**src/rtl/ed_alif_event_driver_if.sv**
```systemverilog
// Event handshake, timestep strobe and neuron-update bus shared between the
// ALIF event driver (slave) and whatever feeds it events and hosts the neuron (master).
interface ed_alif_event_driver_if #(
    parameter int V_WIDTH  = 12,
    parameter int WT_WIDTH = 8
);
    logic                       tick;
    logic                       ev_valid;
    logic                       ev_ready;
    logic signed [WT_WIDTH-1:0] ev_weight;
    logic                       nrn_enable;
    logic signed [V_WIDTH-1:0]  nrn_I_syn;
    logic                       nrn_input_event;
    logic [3:0]                 nrn_refract_cnt;
    logic                       nrn_spike;
    logic                       spike_out;
    logic [15:0]                spike_cnt;
    logic                       tick_overrun;

    modport slave (
        input  tick, ev_valid, ev_weight, nrn_spike,
        output ev_ready, nrn_enable, nrn_I_syn, nrn_input_event, nrn_refract_cnt,
               spike_out, spike_cnt, tick_overrun
    );

    modport master (
        output tick, ev_valid, ev_weight, nrn_spike,
        input  ev_ready, nrn_enable, nrn_I_syn, nrn_input_event, nrn_refract_cnt,
               spike_out, spike_cnt, tick_overrun
    );
endinterface

```
**src/rtl/ed_alif_event_driver.sv**
```systemverilog
// Synaptic-input driver for one event-driven ALIF neuron: accumulates weighted
// events per timestep, issues one neuron update per tick, owns refractory and spike output.
module ed_alif_event_driver #(
    parameter int V_WIDTH       = 12,
    parameter int WT_WIDTH      = 8,
    parameter int REFRACT_STEPS = 3
) (
    input logic                   clk,
    input logic                   rst,
    ed_alif_event_driver_if.slave bus
);

    typedef enum logic {ACCUM, ISSUE} state_t;

    localparam logic signed [V_WIDTH-1:0] ACC_MAX = {1'b0, {(V_WIDTH-1){1'b1}}};
    localparam logic signed [V_WIDTH-1:0] ACC_MIN = {1'b1, {(V_WIDTH-1){1'b0}}};
    localparam logic [3:0]                REFRACT_INIT = 4'(REFRACT_STEPS);

    // One guard bit is enough: a single weight never exceeds the accumulator range.
    function automatic logic signed [V_WIDTH-1:0] sat_add(
        input logic signed [V_WIDTH-1:0]  a,
        input logic signed [WT_WIDTH-1:0] w
    );
        logic signed [V_WIDTH:0] s;
        s = {a[V_WIDTH-1], a} + {{(V_WIDTH+1-WT_WIDTH){w[WT_WIDTH-1]}}, w};
        if (s[V_WIDTH] != s[V_WIDTH-1]) begin
            return s[V_WIDTH] ? ACC_MIN : ACC_MAX;
        end
        return s[V_WIDTH-1:0];
    endfunction

    state_t                     state_q, state_d;
    logic signed [V_WIDTH-1:0]  acc_q, acc_d;
    logic                       flag_q, flag_d;
    logic signed [V_WIDTH-1:0]  i_syn_q, i_syn_d;
    logic                       in_ev_q, in_ev_d;
    logic [3:0]                 refr_q, refr_d;
    logic                       enable_q, enable_d;
    logic                       spike_q, spike_d;
    logic [15:0]                cnt_q, cnt_d;
    logic                       overrun_q, overrun_d;

    logic                       accept;
    logic signed [V_WIDTH-1:0]  acc_sum;

    assign bus.ev_ready        = (state_q == ACCUM);
    assign bus.nrn_enable      = enable_q;
    assign bus.nrn_I_syn       = i_syn_q;
    assign bus.nrn_input_event = in_ev_q;
    assign bus.nrn_refract_cnt = refr_q;
    assign bus.spike_out       = spike_q;
    assign bus.spike_cnt       = cnt_q;
    assign bus.tick_overrun    = overrun_q;

    always_comb begin
        state_d   = state_q;
        acc_d     = acc_q;
        flag_d    = flag_q;
        i_syn_d   = i_syn_q;
        in_ev_d   = in_ev_q;
        refr_d    = refr_q;
        enable_d  = 1'b0;
        spike_d   = 1'b0;
        cnt_d     = cnt_q;
        overrun_d = overrun_q;

        accept  = bus.ev_valid && (state_q == ACCUM);
        acc_sum = sat_add(acc_q, bus.ev_weight);

        case (state_q)
            ACCUM: begin
                if (accept) begin
                    acc_d  = acc_sum;
                    flag_d = 1'b1;
                end
                // A same-cycle event is folded into the current step, not the next one.
                if (bus.tick) begin
                    i_syn_d  = accept ? acc_sum : acc_q;
                    in_ev_d  = flag_q | accept;
                    acc_d    = '0;
                    flag_d   = 1'b0;
                    enable_d = 1'b1;
                    state_d  = ISSUE;
                end
            end
            ISSUE: begin
                if (bus.tick) begin
                    overrun_d = 1'b1;
                end
                if (bus.nrn_spike) begin
                    refr_d  = REFRACT_INIT;
                    spike_d = 1'b1;
                    cnt_d   = cnt_q + 16'd1;
                end else if (refr_q != 4'd0) begin
                    refr_d = refr_q - 4'd1;
                end
                in_ev_d = 1'b0;
                state_d = ACCUM;
            end
            default: state_d = ACCUM;
        endcase
    end

    always_ff @(posedge clk) begin
        if (rst) begin
            state_q   <= ACCUM;
            acc_q     <= '0;
            flag_q    <= 1'b0;
            i_syn_q   <= '0;
            in_ev_q   <= 1'b0;
            refr_q    <= 4'd0;
            enable_q  <= 1'b0;
            spike_q   <= 1'b0;
            cnt_q     <= 16'd0;
            overrun_q <= 1'b0;
        end else begin
            state_q   <= state_d;
            acc_q     <= acc_d;
            flag_q    <= flag_d;
            i_syn_q   <= i_syn_d;
            in_ev_q   <= in_ev_d;
            refr_q    <= refr_d;
            enable_q  <= enable_d;
            spike_q   <= spike_d;
            cnt_q     <= cnt_d;
            overrun_q <= overrun_d;
        end
    end

endmodule

```
**src/flat_wrapper.sv**
```systemverilog
// flat-port wrapper written by rule: the top's interface ports become plain ports
module ed_alif_event_driver_flat 
#(
    parameter int V_WIDTH       = 12,
    parameter int WT_WIDTH      = 8,
    parameter int REFRACT_STEPS = 3
)
  (clk, rst, bus_tick, bus_ev_valid, bus_ev_weight, bus_nrn_spike, bus_ev_ready, bus_nrn_enable, bus_nrn_I_syn, bus_nrn_input_event, bus_nrn_refract_cnt, bus_spike_out, bus_spike_cnt, bus_tick_overrun);
  ed_alif_event_driver_if #(.V_WIDTH(V_WIDTH), .WT_WIDTH(WT_WIDTH)) bus_i ();
  input logic clk;
  input logic rst;
  input wire logic [$bits(bus_i.tick)-1:0] bus_tick;
  input wire logic [$bits(bus_i.ev_valid)-1:0] bus_ev_valid;
  input wire logic [$bits(bus_i.ev_weight)-1:0] bus_ev_weight;
  input wire logic [$bits(bus_i.nrn_spike)-1:0] bus_nrn_spike;
  output wire logic [$bits(bus_i.ev_ready)-1:0] bus_ev_ready;
  output wire logic [$bits(bus_i.nrn_enable)-1:0] bus_nrn_enable;
  output wire logic [$bits(bus_i.nrn_I_syn)-1:0] bus_nrn_I_syn;
  output wire logic [$bits(bus_i.nrn_input_event)-1:0] bus_nrn_input_event;
  output wire logic [$bits(bus_i.nrn_refract_cnt)-1:0] bus_nrn_refract_cnt;
  output wire logic [$bits(bus_i.spike_out)-1:0] bus_spike_out;
  output wire logic [$bits(bus_i.spike_cnt)-1:0] bus_spike_cnt;
  output wire logic [$bits(bus_i.tick_overrun)-1:0] bus_tick_overrun;
  assign bus_i.tick = bus_tick;
  assign bus_i.ev_valid = bus_ev_valid;
  assign bus_i.ev_weight = bus_ev_weight;
  assign bus_i.nrn_spike = bus_nrn_spike;
  assign bus_ev_ready = bus_i.ev_ready;
  assign bus_nrn_enable = bus_i.nrn_enable;
  assign bus_nrn_I_syn = bus_i.nrn_I_syn;
  assign bus_nrn_input_event = bus_i.nrn_input_event;
  assign bus_nrn_refract_cnt = bus_i.nrn_refract_cnt;
  assign bus_spike_out = bus_i.spike_out;
  assign bus_spike_cnt = bus_i.spike_cnt;
  assign bus_tick_overrun = bus_i.tick_overrun;
  ed_alif_event_driver #(.V_WIDTH(V_WIDTH), .WT_WIDTH(WT_WIDTH), .REFRACT_STEPS(REFRACT_STEPS)) u_core (.clk(clk), .rst(rst), .bus(bus_i));
endmodule
```
**config.mk**
```make
export PLATFORM = sky130hd
export DESIGN_NAME = ed_alif_event_driver_flat
export DESIGN_NICKNAME = d
export VERILOG_FILES = /design/src/rtl/ed_alif_event_driver_if.sv /design/src/rtl/ed_alif_event_driver.sv /design/src/flat_wrapper.sv
export SDC_FILE = /design/constraint.sdc
export NUM_CORES = 1
export LEC_CHECK = 0
export ABC_AREA = 1
export ABC_CLOCK_PERIOD_IN_PS = 3350
export CAP_MARGIN = 10
export CORE_UTILIZATION = 56
export CTS_CLUSTER_DIAMETER = 200
export DETAILED_ROUTE_END_ITERATION = 8
export PLACE_DENSITY = 0.95
export SLEW_MARGIN = 10
export SYNTH_ARGS = -nofsm -noshare
export SYNTH_HDL_FRONTEND = slang
export SYNTH_SLANG_ARGS = --single-unit
```
**constraint.sdc**
```tcl
create_clock -name clk -period 3.35 [get_ports clk]
set_input_delay 0.67 -clock clk [delete_from_list [all_inputs] [get_ports clk]]
set_output_delay 0.67 -clock clk [all_outputs]
set_load 0.01 [all_outputs]
```
* Word level (Yosys, flattened, before mapping)
Index checks and enable logic that the tools add are counted.
** Word-level totals
- Flip-flop bits (word level) :: 50
- Latch bits :: 0
- Bits in writable memories :: 0
- Bits in read-only memories :: 0
- Input bits :: 13
- Output and inout bits :: 37
- Logic and storage cells :: 43
- Memories :: 0
** Operators by class
- Add/sub/neg operators :: 3
- Multipliers :: 0
- Div/mod/pow operators :: 0
- $lt $le $gt $ge :: 0
- Eq/ne operators :: 2
- Shifts and indexed selects :: 0
- Multiplexer cells :: 15
- Bitwise operators :: 2
- Reductions and logical operators :: 11
** Operators with widths (number)
- $mux W12 :: 5
- $add A16 B1 Y16 const B :: 1
- $add A12 B8 Y13 :: 1
- $reduce_and A2 Y1 :: 5
- $mux W4 :: 2
- $mux W1 :: 6
- $pmux W1 S2 :: 2
- $reduce_bool A2 Y1 :: 2
- $reduce_bool A4 Y1 :: 1
- $reduce_or A2 Y1 :: 2
- $sub A4 B1 Y4 const B :: 1
- $ne A2 B2 Y1 const B :: 1
- $logic_and A1 B1 Y1 :: 1
- $ne A1 B1 Y1 :: 1
- $not A1 Y1 :: 1
- $or A1 B1 Y1 :: 1

* Depth between registers and ports, before layout
- Word-level depth :: 6
- Mapped depth :: 15
- Mapped depth without buffers :: 15

* Least setup slack after synthesis
Ideal clock, no wire load.
- Path kind :: input to register
- Start point :: in bus_ev_weight[0]
- End point :: reg u_core.acc_q[10]
- Data arrival time :: 2205 ps
- Required time :: 3281 ps
- Setup slack :: 1076 ps
- Stages :: 13
- Cell sequence :: ha_1 > fa_1 > nand3_1 > nand2_1 > nand3_2 > nand3_2 > nand2_1 > nand2_1 > a21oi_4 > nand2_1 > nand2_1 > nand2_1 > a21oi_2
** Between the ends
- Word-level cells in the longest chain between the ends :: 6
- Elaborated cells on any way between the ends :: 8
- Those cells by class :: add/sub (1); eq/ne (1); mux (6)
** Ends and longest elaborated chain
- start, declared :: line flat_wrapper.sv:14 : input wire logic [$bits(bus_i.ev_weight)-1:0] bus_ev_weight;
- $add A12 B8 Y13 (*) :: line ed_alif_event_driver.sv:25 : s = {a[V_WIDTH-1], a} + {{(V_WIDTH+1-WT_WIDTH){w[WT_WIDTH-1]}}, w};
- $mux W12 or $ne A1 B1 Y1 (tied branches) :: line ed_alif_event_driver.sv:27, ed_alif_event_driver.sv:26
- $mux W12 or $mux W1 (tied branches) :: line ed_alif_event_driver.sv:26 : if (s[V_WIDTH] != s[V_WIDTH-1]) begin
- $mux W12 (*) :: line ed_alif_event_driver.sv:29 : return s[V_WIDTH-1:0];
- $mux W12 (*)
- $mux W12 (*) :: line ed_alif_event_driver.sv:77 : if (bus.tick) begin
- end signal, assigned :: line ed_alif_event_driver.sv:107 : acc_q <= '0;
- end signal, assigned :: line ed_alif_event_driver.sv:118 : acc_q <= acc_d;
- end, declared :: line ed_alif_event_driver.sv:33 : logic signed [V_WIDTH-1:0] acc_q, acc_d;
Every way passes the cells marked *; elsewhere a longest branch is shown, timed or not. The select of a mux whose other input is x is not followed.
A chain may end at the register's enable or synchronous reset.

* Final worst setup path
- Start point :: in bus_ev_weight[0]
- End point :: reg u_core.acc_q[6]
Same word-level chain as after synthesis.

==> qor.csv <==
metric,value,unit
synth_compound_area_frac,0.118,
synth_edf_count,0,
grtUsageTotal,0.269,
finalMaxSlewViolations,0,
portBuffers,49,
cts.sinks,49,
antenna_found_initial,0,
wl,6660,µm
ant_nets,0,
vias_per_cell,5.58,
clkLatencyLatePin,0.30,ns
grt_pass1_wl,10900,µm
drive_gt1_frac,0.0690,
start_util,0.582,
status,finished clean,
syn_to_final_growth,23.4,%
synth_fa_ha_area_frac,0.0715,
start_kind,input port,
grt_pass1_vias,2622,
first_pass_iters,4,
peakVddDrop,278,µV
cts_tree,done,
synth_warnings,0,
layout_min_cycle_time,2.66,ns
synth_top_family_by_area,simple AND/OR/NAND/NOR gates,
swShare,0.286,
synth-seq-cells,49,
htree_num_levels,2,
leakage,0.00147,µW
crit_fanout,5,
num_vias,2807,
wire_per_inst,13.2,µm
clock_skew,0.00642,ns
io-pin-count,50,
synth.area.mux_share,0,
final_common_cell,nand2_1,
maxCapViolations,0,
ctsHoldBuffers,0,
clockPowerShare,0.316,
cp.arrival,2.90,ns
avgSynthCellArea,6.81,µm²
yosysSeqAreaShare,0.359,
power,1380,µW
cts-resized-gates,0,
worstMarginPinSlew,0.865,ns
dieWidth,71.8,µm
ys_async_sr_fraction,0,
hold_path.class,reg -> reg,
synthesis.area,2730,µm²
power_density,409,nW/µm²
syn_inst,401,
synth_xor_area_frac,0.0225,
fin_crit_sh,0.795,
antenna_cells,0,
cts-buffers-inserted,5,
clk_pin_slew,0.08,ns
die_y,71.8,µm
internal_power,984,µW
core,4690,µm²
hpwlAfterDp,4970,µm
place_congestion,0.857,
drc_errors,0,
slew_headroom,0.421,
fmax,0.375,GHz
post-cts-setup-buffers,0,
clock_path_buffers,2,
drt_iter0_markers,139,
grt-ovfl-total,0,
final_cell_mix,"145 x nand2_1, 49 x clkdlybuf4s50_1, 49 x dfxtp_1",
critical_path_class,in -> reg,
seqPwrFrac,0.467,
cts_root_buffer,clkbuf_8,
nets,476,
setup_violations,0,
die_area,5160,µm²
finalSetupTns,0,ns
rsz0062_at_grt,false,
power_switching,394,µW
synth.distinct_cells,29,
rows,25,
grt_max_degree,18,
combPwrFrac,0.217,
synth_nets,429,
synthSimpleGateAreaFrac,0.362,
fillers,376,
worstPathRequired,3.58,ns
hold_viol_final,0,
setup.worst_path.end_class,flip-flop,
synthFlopType,dfxtp_1,
cell usage after synthesis (2+ instances only):
master	instances	share of area
a21oi_1	24	0.044
a21oi_2	7	0.022
a31oi_1	7	0.016
buf_2	2	0.0037
clkbuf_1	7	0.0096
dfxtp_1	49	0.36
ha_1	14	0.064
inv_1	36	0.049
nand2_1	145	0.20
nand2_2	7	0.016
nand3_1	27	0.049
nand3_2	3	0.011
nand3b_1	2	0.0055
nand4_1	8	0.018
nor2_1	27	0.037
nor2_2	3	0.0069
nor3_1	4	0.0073
nor3b_1	2	0.0055
o21a_1	3	0.0082
o21ai_0	10	0.018
xnor2_1	3	0.0096
xor2_1	4	0.013
power groups by stage:
stage	Clock [µW]	Combinational [µW]	Sequential, µW
floorplan	0	183	659
global placement	0	281	655
detailed placement	0	295	657
CTS	435	297	643
global route	460	330	648
finish	436	299	644
cells by family (layout without fill, tap and decap cells):
logic type | after synthesis | count (layout)
and+or+nand+nor | 230 | 230
AOI/OAI and AO/OA | 53 | 53
DFF | 49 | 49
buffers and inverters | 47 | 95
adders and majority gates | 15 | 15
xor gates and xnor gates | 7 | 7
worst max-delay path, cell delays in order:
cell	delay, ns
clkdlybuf4s50_1	0.41
ha_1	0.23
fa_1	0.40
nand3_1	0.10
nand2_1	0.12
nand3_2	0.12
nand3_2	0.07
nand2_1	0.06
nand2_1	0.11
a21oi_4	0.20
nand2_1	0.11
nand2_1	0.09
nand2_1	0.06
a21oi_2	0.14
state kept, by name (all words and copies together) (netlist names):
register / flops
u_core.bus.spike_cnt: 16
u_core.flag_q: 1
u_core.bus.nrn_refract_cnt: 4
u_core.bus.nrn_I_syn: 12
u_core.bus.spike_out: 1
u_core.acc_q: 12
u_core.bus.tick_overrun: 1
u_core.state_q: 1
u_core.bus.nrn_input_event: 1
metrics by stage:
stage / cell area, µm² / instances / hold slack (ns) / util / worst slack, ns
after global placement: 3250 / 495 / 0.438 / 0.693 / 0.495
final: 3370 / 503 / 0.456 / 0.718 / 0.685
after global routing: 3370 / 503 / 0.474 / 0.718 / 0.492
after detailed placement: 3250 / 495 / 0.440 / 0.693 / 0.405
after floorplan: 2730 / 401 / 0.435 / - / 1.08
after CTS: 3370 / 503 / 0.457 / 0.718 / 0.706
layout make-up:
cell class	count	area, µm²	area share
clock buffer	7	86.3	0.0256
clock inverter	1	30.0	0.00892
inverter	37	139	0.0412
multi-input combinational	305	1570	0.465
sequential	49	981	0.291
tap	54	67.6	0.0201
timing repair buffer	50	498	0.148
per-layer routing:
layer	GRT usage	wire length, µm
met1	0.298	2690
met2	0.494	3390
met4	0.122	190
met3	0.0534	386
met5	0	0
path summary, 6_finish.rpt:
kind                                start                       to  slack, ns  depth (start not counted)
setup reg to reg           u_core.state_q          u_core.acc_q[5]       0.91                          6
hold / removal    u_core.bus.nrn_I_syn[6]  u_core.bus.nrn_I_syn[6]       0.46                          2
setup / recovery         bus_ev_weight[0]          u_core.acc_q[6]       0.69                         14
hold reg to reg   u_core.bus.nrn_I_syn[6]  u_core.bus.nrn_I_syn[6]       0.46                          2
Power figures use the tool's default switching activity.
